$ cat src/rtl/bram_wb_arbiter.sv
// Two-port Wishbone B3 classic arbiter in front of a single-port sync-read BRAM; round-robin, one transfer in flight.
// Latency: request sampled at edge N, RAM access during N+1, ack high for one cycle after N+1 (fixed 3-cycle turnaround).
// Backpressure: an ungranted request simply stays pending until served; grant counters exist only with BRAM_ARB_STATS_EN.
module bram_wb_arbiter #(
    parameter int DATA_WIDTH = 32,
    parameter int ADDR_WIDTH = 14,
    parameter int CNT_WIDTH  = 32
) (
    input  logic                  clk,
    input  logic                  rst,
    input  logic                  s0_cyc_i,
    input  logic                  s0_stb_i,
    input  logic                  s0_we_i,
    input  logic [ADDR_WIDTH-1:0] s0_adr_i,
    input  logic [DATA_WIDTH-1:0] s0_dat_i,
    output logic [DATA_WIDTH-1:0] s0_dat_o,
    output logic                  s0_ack_o,
    input  logic                  s1_cyc_i,
    input  logic                  s1_stb_i,
    input  logic                  s1_we_i,
    input  logic [ADDR_WIDTH-1:0] s1_adr_i,
    input  logic [DATA_WIDTH-1:0] s1_dat_i,
    output logic [DATA_WIDTH-1:0] s1_dat_o,
    output logic                  s1_ack_o,
    output logic [ADDR_WIDTH-1:0] mem_addr,
    output logic                  mem_w_en,
    output logic [DATA_WIDTH-1:0] mem_wdata,
    input  logic [DATA_WIDTH-1:0] mem_rdata
`ifdef BRAM_ARB_STATS_EN
    ,
    output logic [CNT_WIDTH-1:0]  grant_cnt0,
    output logic [CNT_WIDTH-1:0]  grant_cnt1
`endif
);

    typedef enum logic [1:0] {IDLE, ACCESS, RESP} state_t;

    state_t                state;
    logic                  prio;
    logic                  gnt;
    logic                  we_q;
    logic [ADDR_WIDTH-1:0] adr_q;
    logic [DATA_WIDTH-1:0] dat_q;

    logic                  req0, req1, any_req, pick, gnt_cyc, ack_live;
    logic [DATA_WIDTH-1:0] rsp_dat;

    assign req0    = s0_cyc_i & s0_stb_i;
    assign req1    = s1_cyc_i & s1_stb_i;
    assign any_req = req0 | req1;
    // A lone requester wins outright; on a tie the round-robin pointer decides.
    assign pick    = (req0 & req1) ? prio : req1;
    assign gnt_cyc = gnt ? s1_cyc_i : s0_cyc_i;

    always_ff @(posedge clk) begin
        if (rst) begin
            state <= IDLE;
            prio  <= 1'b0;
            gnt   <= 1'b0;
            we_q  <= 1'b0;
            adr_q <= '0;
            dat_q <= '0;
        end else begin
            case (state)
                IDLE: begin
                    if (any_req) begin
                        gnt   <= pick;
                        prio  <= ~pick;
                        we_q  <= pick ? s1_we_i  : s0_we_i;
                        adr_q <= pick ? s1_adr_i : s0_adr_i;
                        dat_q <= pick ? s1_dat_i : s0_dat_i;
                        state <= ACCESS;
                    end
                end
                ACCESS:  state <= gnt_cyc ? RESP : IDLE;
                RESP:    state <= IDLE;
                default: state <= IDLE;
            endcase
        end
    end

    // RAM address/data come straight from the grant-time copies, so they hold between transfers.
    assign mem_addr  = adr_q;
    assign mem_wdata = dat_q;
    assign mem_w_en  = (state == ACCESS) & we_q & gnt_cyc & ~rst;

    assign ack_live  = (state == RESP) & gnt_cyc & ~rst;
    assign rsp_dat   = we_q ? '0 : mem_rdata;
    assign s0_ack_o  = ack_live & ~gnt;
    assign s1_ack_o  = ack_live & gnt;
    assign s0_dat_o  = s0_ack_o ? rsp_dat : '0;
    assign s1_dat_o  = s1_ack_o ? rsp_dat : '0;

`ifdef BRAM_ARB_STATS_EN
    always_ff @(posedge clk) begin
        if (rst) begin
            grant_cnt0 <= '0;
            grant_cnt1 <= '0;
        end else if (state == IDLE && any_req) begin
            if (!pick && grant_cnt0 != '1) grant_cnt0 <= grant_cnt0 + CNT_WIDTH'(1);
            if (pick && grant_cnt1 != '1)  grant_cnt1 <= grant_cnt1 + CNT_WIDTH'(1);
        end
    end
`else
    // Counter width only matters when the grant counters are built.
    if (CNT_WIDTH < 1) begin : g_cnt_width_unused
    end
`endif

endmodule

$ cat config.mk
export PLATFORM = sky130hd
export DESIGN_NAME = bram_wb_arbiter
export DESIGN_NICKNAME = d
export VERILOG_FILES = /design/src/rtl/bram_wb_arbiter.sv
export SDC_FILE = /design/constraint.sdc
export NUM_CORES = 1
export LEC_CHECK = 0
export ABC_AREA = 1
export CAP_MARGIN = 25
export CORE_ASPECT_RATIO = 1.1
export CORE_MARGIN = 3
export CORE_UTILIZATION = 25
export CTS_CLUSTER_DIAMETER = 80
export DETAILED_ROUTE_END_ITERATION = 6
export DONT_BUFFER_PORTS = 1
export PLACE_DENSITY = 0.43
export REMOVE_ABC_BUFFERS = 1
export SKIP_CTS_REPAIR_TIMING = 1
export SYNTH_ARGS = -nofsm -noshare
export SYNTH_HDL_FRONTEND = slang
export SYNTH_SLANG_ARGS = --single-unit
$ cat constraint.sdc
create_clock -name clk -period 1.1 [get_ports clk]
set_input_delay 0.165 -clock clk [delete_from_list [all_inputs] [get_ports clk]]
set_output_delay 0.165 -clock clk [all_outputs]
set_load 0.02 [all_outputs]
==> qor.yml <==
status:
  run_status: "complete, but fails checks"
  violations: "hold timing, setup timing"
finish:
  syn_to_final_growth_pct: 66.28
  final_cell_mix: "113 x buf_4, 110 x nand2_1, 75 x inv_1, 75 x nor2_1, 47 x dfxtp_1"
  final_common_cell: "buf_4"
  finalNetCount: 778
  diodes: 0
  fin_util_pct: 42.97
  stdcell_count: 801
  fillers: 1300
  drive_above_1_share_pct: 39.57
timing:
  slew_violations: 0
  hold_slack_ns: -0.06705
  min_period_ns: 1.766
  worstMarginPinSlew_ns: 0.3222
  setup_viol: 116
  worst_slack_ns: -0.6657
  relSlewSlack_pct: 78.52
  grt_setup_unrepaired: "true"
  hold_viol: 51
  fin_skew_ns: 0.01030
  fmax_mhz: 566.3
  finalCritPeriodShare_pct: 160.5
drt:
  ant_nets: 0
  wirelength_mm: 13.61
  detail_route.wl_per_cell_um: 16.99
  drt_pre_antenna_iters: 6
  via_per_inst: 4.836
  num_vias: 3874
  drt_iter0_markers: 156
  drc: 0
flow_run:
  maxCapViolCount: 0
min_path:
  worstHoldPathType: "in -> reg"
  whs_path_depth: 1
  hold_start: "rst"
yosys:
  synth_area_sq_um: 3151
  yosysWarnings: 0
  ys_seq_elements: 51
  synth.avg_cell_area_sq_um: 5.845
  yosysSeqAreaShare_pct: 32.41
  yosysUniqueCellTypes: 21
  synth_cells: 539
worst_setup_path:
  reg2reg_depth: 9
  crit_type: "reg -> out"
  startpoint: "state[0]$_SDFFE_PP0P_"
  r2r-start: "state[0]$_SDFFE_PP0P_"
  crit_path_end_kind: "primary output"
  cp_max_fo: 16
  start_kind: "register"
  arrival_ns: 1.60
  cp.required_ns: 0.94
placement:
  gp_congestion: 0.8166
  io_buffers: 0
  place_hpwl_mm: 8.836
  place_inst: 781
  pre_cts_ws_ns: -0.5504
power_and_ir_drop:
  p_leak_nw: 2.682
  ir_drop_uv: 609.1
  p_per_area_nw_per_um2: 1048
global_routing:
  grt_max_degree: 53
  grt_antenna_before_repair: 0
  grt.overflow.total: 0
  grtUsageTotal_pct: 15.89
  grt_pass1_vias: 3419
  grt_pass1_wl_mm: 17.69
die:
  ioPinCount: 245
  die_h_um: 123.7
  start_util_pct: 25.84
  core_sq_um: 12190
  rows: 42
  dieWidth_um: 113.0
  dieArea_sq_um: 13990
clock_network:
  clk_latency_ns: 0.29
  cts.path.max_buffers: 2
  cts_made_buffers: 5
  cts_tree: "yes"
  cts-root-buf: "clkbuf_16"
  cts.sinks: 51
  clk_pin_slew_ns: 0.07
  htreeDepth: 2
==> kinds of logic (layout without fill, tap and decap cells) <==
kind of cell / count (synthesis) / in the layout / synth area share [%]
buffers and inverters: 120 / 228 / 16.28
and+or+nand+nor: 357 / 357 / 49.56
AOI/OAI and AO/OA: 11 / 11 / 1.747
DFF: 51 / 51 / 32.41
==> critical path: stages, from the launching register on <==
cell       delay [ns]
dfxtp_4          0.36
nor3_4           0.22
nand3_4          0.15
clkbuf_16        0.22
nor3_1           0.18
buf_4            0.18
==> synthesized netlist by cell type, drive strengths merged <==
library cell    n  area (sq um)
clkinv          1         5.000
clkbuf         22         82.58
nand3          11         60.06
nand2         120         462.9
buf            20         136.4
a21oi          11         55.05
and2            1         6.260
nor2          120         452.9
dfxtp          51          1021
nor3           66         335.3
inv            77         289.0
nand4          39         244.0
==> final timing paths <==
check / endpoint / slack [ns]
setup / recovery: s1_dat_o[29] / -0.67
hold / removal: mem_wdata[11]$_SDFFE_PP0P_ / -0.07
setup reg to reg: mem_addr[3]$_SDFFE_PP0P_ / -0.33
hold reg to reg: mem_wdata[16]$_SDFFE_PP0P_ / 0.46
==> report_power, final <==
part / total, mW / internal, mW / leakage, nW / switching, mW
logic: 1.76 / 0.710 / 2.19 / 1.05
registers: 2.11 / 2.00 / 0.422 / 0.105
clock network: 1.62 / 0.913 / 0.0741 / 0.711
==> final cells by class <==
cell class,count,area (sq um),share of cell area [%]
sequential,51,1031,19.68
tap,154,192.7,3.678
clock buffer,7,142.6,2.723
clock inverter,1,8.758,0.1672
multi-input combinational,368,2201,42.01
timing repair buffer,142,1365,26.06
inverter,78,297.8,5.684
==> routing by layer <==
layer / track usage (%) / routed length, um
met5: 0 / 0
met1: 17.49 / 5140
met4: 3.757 / 136
met2: 29.67 / 7313
met3: 5.151 / 1019
==> sequential cells by signal, summed over array words and instances, names as in the netlist <==
name,count
mem_addr,14
gnt,1
mem_wdata,32
we_q,1
state,2
prio,1
==> per-stage QoR <==
stage | TNS, ns | total power, mW | area [sq um]
2_1_floorplan | -120.24 | 2.895 | 2932
5_1_grt | -60.73 | 5.815 | 5239
3_5_place_dp | -26.69 | 3.453 | 4187
4_1_cts | -48.92 | 5.106 | 4338
3_3_place_gp | -24.24 | 3.438 | 4187
6_report | -51.41 | 5.489 | 5239
No activity file was read; power rests on OpenSTA's default activity.
